--- src/rtl/alu_op_sequencer.sv ---
// alu_op_sequencer: gathers operand A, operand B and an opcode from a byte
// stream, holds them on the ALU inputs for one evaluation cycle, then returns
// the ALU result (or an illegal-opcode flag) over a result port.
//
// Handshake semantics (both ports): a transfer happens on a rising clk edge
// where valid && ready. A source holds its data and valid until that transfer.
// in_ready depends only on state; res_valid is high for the whole SEND state.
// res_data and res_err are held stable while res_valid is high.
module alu_op_sequencer #(
  parameter int N_BITS  = 8,
  parameter int OP_BITS = 6
) (
  input  logic               clk,
  input  logic               reset,
  input  logic [N_BITS-1:0]  in_data,
  input  logic               in_valid,
  output logic               in_ready,
  output logic [N_BITS-1:0]  alu_d0,
  output logic [N_BITS-1:0]  alu_d1,
  output logic [OP_BITS-1:0] alu_opcode,
  input  logic [N_BITS-1:0]  alu_out,
  output logic [N_BITS-1:0]  res_data,
  output logic               res_err,
  output logic               res_valid,
  input  logic               res_ready,
  output logic [2:0]         dbg_state
);

  typedef enum logic [2:0] {
    GET_A  = 3'd0,
    GET_B  = 3'd1,
    GET_OP = 3'd2,
    EXEC   = 3'd3,
    SEND   = 3'd4
  } state_t;

  localparam logic [OP_BITS-1:0] OP_ADD = OP_BITS'(6'b100000);
  localparam logic [OP_BITS-1:0] OP_SUB = OP_BITS'(6'b100010);
  localparam logic [OP_BITS-1:0] OP_AND = OP_BITS'(6'b100100);
  localparam logic [OP_BITS-1:0] OP_OR  = OP_BITS'(6'b100101);
  localparam logic [OP_BITS-1:0] OP_XOR = OP_BITS'(6'b100110);
  localparam logic [OP_BITS-1:0] OP_SRA = OP_BITS'(6'b000011);
  localparam logic [OP_BITS-1:0] OP_SRL = OP_BITS'(6'b000010);
  localparam logic [OP_BITS-1:0] OP_NOR = OP_BITS'(6'b100111);

  state_t state;
  state_t state_nxt;
  logic   in_fire;
  logic   res_fire;
  logic   byte_legal;
  logic   op_legal;

  assign in_fire  = in_valid && in_ready;
  assign res_fire = res_valid && res_ready;

  // Legality of the incoming byte when interpreted as an opcode: unused upper
  // bits must be clear and the low bits must name a supported operation.
  always_comb begin
    byte_legal = 1'b0;
    if ((in_data >> OP_BITS) == '0) begin
      case (in_data[OP_BITS-1:0])
        OP_ADD, OP_SUB, OP_AND, OP_OR,
        OP_XOR, OP_SRA, OP_SRL, OP_NOR: byte_legal = 1'b1;
        default:                        byte_legal = 1'b0;
      endcase
    end
  end

  // State register.
  always_ff @(posedge clk or posedge reset) begin
    if (reset) state <= GET_A;
    else       state <= state_nxt;
  end

  // Next-state: the three collect states advance on an input transfer, EXEC
  // always lasts one cycle, SEND waits for the consumer.
  always_comb begin
    state_nxt = state;
    case (state)
      GET_A:   if (in_fire)  state_nxt = GET_B;
      GET_B:   if (in_fire)  state_nxt = GET_OP;
      GET_OP:  if (in_fire)  state_nxt = EXEC;
      EXEC:                  state_nxt = SEND;
      SEND:    if (res_fire) state_nxt = GET_A;
      default:               state_nxt = GET_A;
    endcase
  end

  // Outputs decoded from state only.
  always_comb begin
    in_ready  = (state == GET_A) || (state == GET_B) || (state == GET_OP);
    res_valid = (state == SEND);
    dbg_state = state;
  end

  // Held ALU inputs: each register loads on the transfer of its own byte and
  // otherwise keeps its value, including across the end of a transaction.
  always_ff @(posedge clk or posedge reset) begin
    if (reset) begin
      alu_d0     <= '0;
      alu_d1     <= '0;
      alu_opcode <= '0;
      op_legal   <= 1'b0;
    end else if (in_fire) begin
      case (state)
        GET_A:   alu_d0 <= in_data;
        GET_B:   alu_d1 <= in_data;
        GET_OP: begin
          alu_opcode <= in_data[OP_BITS-1:0];
          op_legal   <= byte_legal;
        end
        default: ;
      endcase
    end
  end

  // Result capture at the end of EXEC; the ALU has had a full cycle to settle
  // from the held registers. An illegal opcode reports zero with the error bit.
  always_ff @(posedge clk or posedge reset) begin
    if (reset) begin
      res_data <= '0;
      res_err  <= 1'b0;
    end else if (state == EXEC) begin
      res_data <= op_legal ? alu_out : '0;
      res_err  <= ~op_legal;
    end
  end

endmodule

--- config.mk ---
export PLATFORM = sky130hd
export DESIGN_NAME = alu_op_sequencer
export DESIGN_NICKNAME = d
export VERILOG_FILES = /design/src/rtl/alu_op_sequencer.sv
export SDC_FILE = /design/constraint.sdc
export NUM_CORES = 1
export LEC_CHECK = 0
export CAP_MARGIN = 10
export CORE_ASPECT_RATIO = 0.7
export CORE_UTILIZATION = 46
export CTS_CLUSTER_DIAMETER = 80
export DETAILED_ROUTE_END_ITERATION = 7
export PLACE_DENSITY = 0.83
export SKIP_CTS_REPAIR_TIMING = 1
export SLEW_MARGIN = 20
export SYNTH_ARGS = -nofsm -noshare
export SYNTH_HDL_FRONTEND = slang
export SYNTH_SLANG_ARGS = --single-unit
--- constraint.sdc ---
create_clock -name clk -period 4.1 [get_ports clk]
set_input_delay 0.615 -clock clk [delete_from_list [all_inputs] [get_ports clk]]
set_output_delay 0.615 -clock clk [all_outputs]
set_load 0.005 [all_outputs]
==> report_table.html <==
<table>
<tr><th>Metric</th><th>Value</th></tr>
<tr><th colspan="2">Timing</th></tr>
<tr><td>Setup Total Neg Slack</td><td>0 ns</td></tr>
<tr><td>Final hold violation count</td><td>0</td></tr>
<tr><td>Final critical-path share of the clock period</td><td>0.521</td></tr>
<tr><td>Maximum clock frequency</td><td>~0.47 GHz</td></tr>
<tr><td>Min Hold Slack</td><td>approximately 0.49 ns</td></tr>
<tr><td>RSZ-0062 raised after global routing</td><td>false</td></tr>
<tr><td>Final setup violating endpoints</td><td>0</td></tr>
<tr><td>Final Skew</td><td>0.00614 ns</td></tr>
<tr><td>Relative slew slack</td><td>0.621</td></tr>
<tr><td>Slew at the pin closest to its max-slew limit</td><td>about 0.57 ns</td></tr>
<tr><td>Final worst slack</td><td>about 2.0 ns</td></tr>
<tr><td>Number of slew-limit violations in the final report</td><td>0</td></tr>
<tr><td>Final worst path period need</td><td>2.14 ns</td></tr>
<tr><th colspan="2">Min path</th></tr>
<tr><td>Tightest Hold Check Type</td><td>reg2reg</td></tr>
<tr><th colspan="2">Global route</th></tr>
<tr><td>Global-route usage over all layers</td><td>0.210</td></tr>
<tr><td>Remaining global-route overflow</td><td>0</td></tr>
<tr><td>Global-route wire length before repair</td><td>a little under 5000 um</td></tr>
<tr><td>Vias in the first global route</td><td>around 1100</td></tr>
<tr><td>Number of antenna violations at the first check in global routing</td><td>0</td></tr>
<tr><td>Largest net degree at the start of global routing</td><td>36</td></tr>
<tr><th colspan="2">Final layout</th></tr>
<tr><td>Leading cell types in the layout, fill and taps excluded</td><td>clkdlybuf4s50_1 (55), dfrtp_1 (35), mux2_2 (22)</td></tr>
<tr><td>FILL cells</td><td>192</td></tr>
<tr><td>Number of nets in the layout</td><td>between 150 and 200</td></tr>
<tr><td>Most common cell after layout, fill and taps aside</td><td>clkdlybuf4s50_1</td></tr>
<tr><td>Area growth from synthesis to layout</td><td>45.4%</td></tr>
<tr><td># diodes</td><td>0</td></tr>
<tr><td>Share of post-route cells with drive strength above 1</td><td>0.195</td></tr>
<tr><th colspan="2">Die</th></tr>
<tr><td>Std-Cell Core Area</td><td>roughly 2900 um^2</td></tr>
<tr><td>Io pins</td><td>56</td></tr>
<tr><td>Initial Utilization</td><td>0.498</td></tr>
<tr><td>Height of the die</td><td>48.6 um</td></tr>
<tr><td>Die area</td><td>approximately 3300 um^2</td></tr>
<tr><td>Chip width</td><td>68.6 um</td></tr>
<tr><td>Total number of placement rows</td><td>16</td></tr>
<tr><th colspan="2">Yosys</th></tr>
<tr><td>Mapped Area</td><td>roughly 1400 um^2</td></tr>
<tr><td>Seq cells post-synth</td><td>35</td></tr>
<tr><td>Leading cell types by total area after synthesis</td><td>dfrtp_1 (61%), mux2_2 (17%), nand2_1 (4.7%)</td></tr>
<tr><td>Total nets after synthesis</td><td>about 130</td></tr>
<tr><td>Mean post-synth cell area</td><td>approximately 13 um^2</td></tr>
<tr><td>Part of the Yosys area used for sequential elements</td><td>0.614</td></tr>
<tr><td>Gate Count Post-Synth</td><td>around 110</td></tr>
<tr><td>Count of yosys warnings during synthesis</td><td>0</td></tr>
<tr><td>Synth cell types</td><td>21</td></tr>
<tr><td>Most area-hungry cell type in the Yosys netlist</td><td>dfrtp_1</td></tr>
<tr><td>Share of the synthesized area in the top cell type</td><td>0.614</td></tr>
<tr><th colspan="2">Setup path</th></tr>
<tr><td>Arrival time at the worst endpoint</td><td>1.52 ns</td></tr>
<tr><td>Cell Chain, Critical Path</td><td>nor2_1 -&gt; nand2_1 -&gt; inv_1 -&gt; clkdlybuf4s50_1</td></tr>
<tr><td>Kind of start point of the critical path</td><td>flop</td></tr>
<tr><td>Kind of cell with the highest combined delay on the critical path</td><td>buffers and inverters</td></tr>
<tr><td>Critical-path top delay cell</td><td>clkdlybuf4s50_1</td></tr>
<tr><td>Buf+Inv Stages, Crit Path</td><td>2</td></tr>
<tr><td>Worst path required time</td><td>approximately 3.5 ns</td></tr>
<tr><td>Worst Path Class, Setup</td><td>reg2out</td></tr>
<tr><td>Endpoint kind of the worst setup timing path</td><td>output pin</td></tr>
<tr><td>Slowest stage delay, CP</td><td>a little under 0.5 ns</td></tr>
<tr><td>Maximum net fanout on the critical path</td><td>9</td></tr>
<tr><th colspan="2">Routing</th></tr>
<tr><td>Post-detailed-route via-to-cell ratio</td><td>roughly 5</td></tr>
<tr><td>Post-detailed-route wirelength per cell</td><td>around 15 um</td></tr>
<tr><td>DRC Markers</td><td>0</td></tr>
<tr><td>Detailed-route wire length</td><td>about 3000 um</td></tr>
<tr><td>First-pass detailed-route iteration total</td><td>4</td></tr>
<tr><td>Count of vias placed by the detailed router</td><td>between 1000 and 1500</td></tr>
<tr><td>Number of nets still failing antenna checks after routing</td><td>0</td></tr>
<tr><td>Number of DRC markers in iteration 0</td><td>40</td></tr>
<tr><th colspan="2">Job</th></tr>
<tr><td>Max-cap violations</td><td>0</td></tr>
<tr><th colspan="2">Power and ir drop</th></tr>
<tr><td>Pleak</td><td>0.862 nW</td></tr>
<tr><td>Peak supply drop</td><td>around 0.42 mV</td></tr>
<tr><td>Pwr dens</td><td>roughly 710 nW/um^2</td></tr>
<tr><th colspan="2">Clocking</th></tr>
<tr><td>CTS tree</td><td>built</td></tr>
<tr><td>Clock H-tree levels</td><td>2</td></tr>
<tr><td>Clock sink count</td><td>35</td></tr>
<tr><td>Clk Latency, worst-skew pair</td><td>between 0.2 and 0.3 ns</td></tr>
<tr><td>Cell at the root of the clock tree</td><td>clkbuf_8</td></tr>
<tr><td>Clock transition at the registers of the reported paths</td><td>about 0.070 ns</td></tr>
<tr><td>Number of buffers between clock root and the deepest sink</td><td>2</td></tr>
<tr><td>Clock buffers created by TritonCTS</td><td>5</td></tr>
<tr><th colspan="2">Placement</th></tr>
<tr><td>Number of input and output port buffers inserted</td><td>55</td></tr>
<tr><td>Post-placement setup slack</td><td>between 1.5 and 2 ns</td></tr>
<tr><td>DP HPWL</td><td>~2300 um</td></tr>
<tr><td>Final RePlAce weighted congestion</td><td>~0.79</td></tr>
<tr><th colspan="2">Outcome</th></tr>
<tr><td>Run status</td><td>completed</td></tr>
</table>
-- synth_stat cells --
cell / number
dfrtp_1: 35
mux2_2: 22
o21ai_0: 11
nor2b_1: 1
nand2b_1: 1
and4bb_1: 1
a21oi_1: 3
buf_2: 3
nand2_1: 18
nor2_1: 1
or3b_2: 1
buf_4: 1
nand3b_1: 3
buf_1: 1
inv_1: 3
nor2_4: 1
nor4_1: 1
nand2b_4: 1
nor3_4: 1
o2111ai_1: 1
buf_6: 1
-- flip-flops by register name (all words and copies together) (netlist names) --
register / cells
alu_d0: 8
alu_d1: 8
res_data: 8
alu_opcode: 6
dbg_state: 3
op_legal: 1
res_err: 1
-- cell type report --
class | instances | area, um^2 | share of cell area
tap | 36 | 45.0 | 0.0217
inverter | 3 | 11.3 | 0.00543
clock buffer | 7 | 76.3 | 0.0368
sequential | 35 | 876 | 0.422
clock inverter | 1 | 5.00 | 0.00241
multi-input combinational | 67 | 502 | 0.242
timing repair buffer | 56 | 558 | 0.269
-- tightest hold or removal path, stage by stage (launching register included) --
cell and delay (ns):
dfrtp_1 0.35, nand2_1 0.05, o21ai_0 0.06
-- cell families after synthesis --
family | after synthesis | synth area share
AO/OA/AOI/OAI | 15 | 0.0553
buffers and inverters | 9 | 0.0342
flip-flops | 35 | 0.614
multiplexers | 22 | 0.174
AND/OR/NAND/NOR | 30 | 0.123
-- per-stage QoR --
stage	power, W	std cells	area [um^2]	utilization
floorplan	0.000880	111	1430	-
global placement	0.00123	197	1990	0.696
global route	0.00158	205	2070	0.724
CTS	0.00149	205	2070	0.724
detailed placement	0.00126	197	1990	0.696
finish	0.00148	205	2070	0.724
-- worst paths after layout --
path                         startpoint             to  slack [ns]  cells past startpoint
setup reg to reg           dbg_state[2]  alu_opcode[3]        2.49                      2
max in group asynchronous         reset    res_data[2]        3.08                      3
min in group asynchronous         reset      alu_d1[0]        0.72                      3
hold reg to reg             res_data[4]    res_data[4]        0.49                      2
hold / removal              res_data[4]    res_data[4]        0.49                      2
setup / recovery           dbg_state[1]      res_valid        1.96                      4
-- metal layers --
layer,vias to the layer above,global-route usage,share of wire
met2,22,0.343,0.51
met5,-,0,0
met3,3,0.0802,0.039
li1,493,-,-
met4,0,0.0556,0.0086
met1,509,0.258,0.44
-- power by group --
group	switching (W)	internal, W	leakage, nW
Combinational	0.000195	0.000428	0.387
Sequential	0.000121	0.000503	0.433
Clock	0.000113	0.000119	0.0422
Total	0.000429	0.00105	0.862
Power figures use the tool's default switching activity.
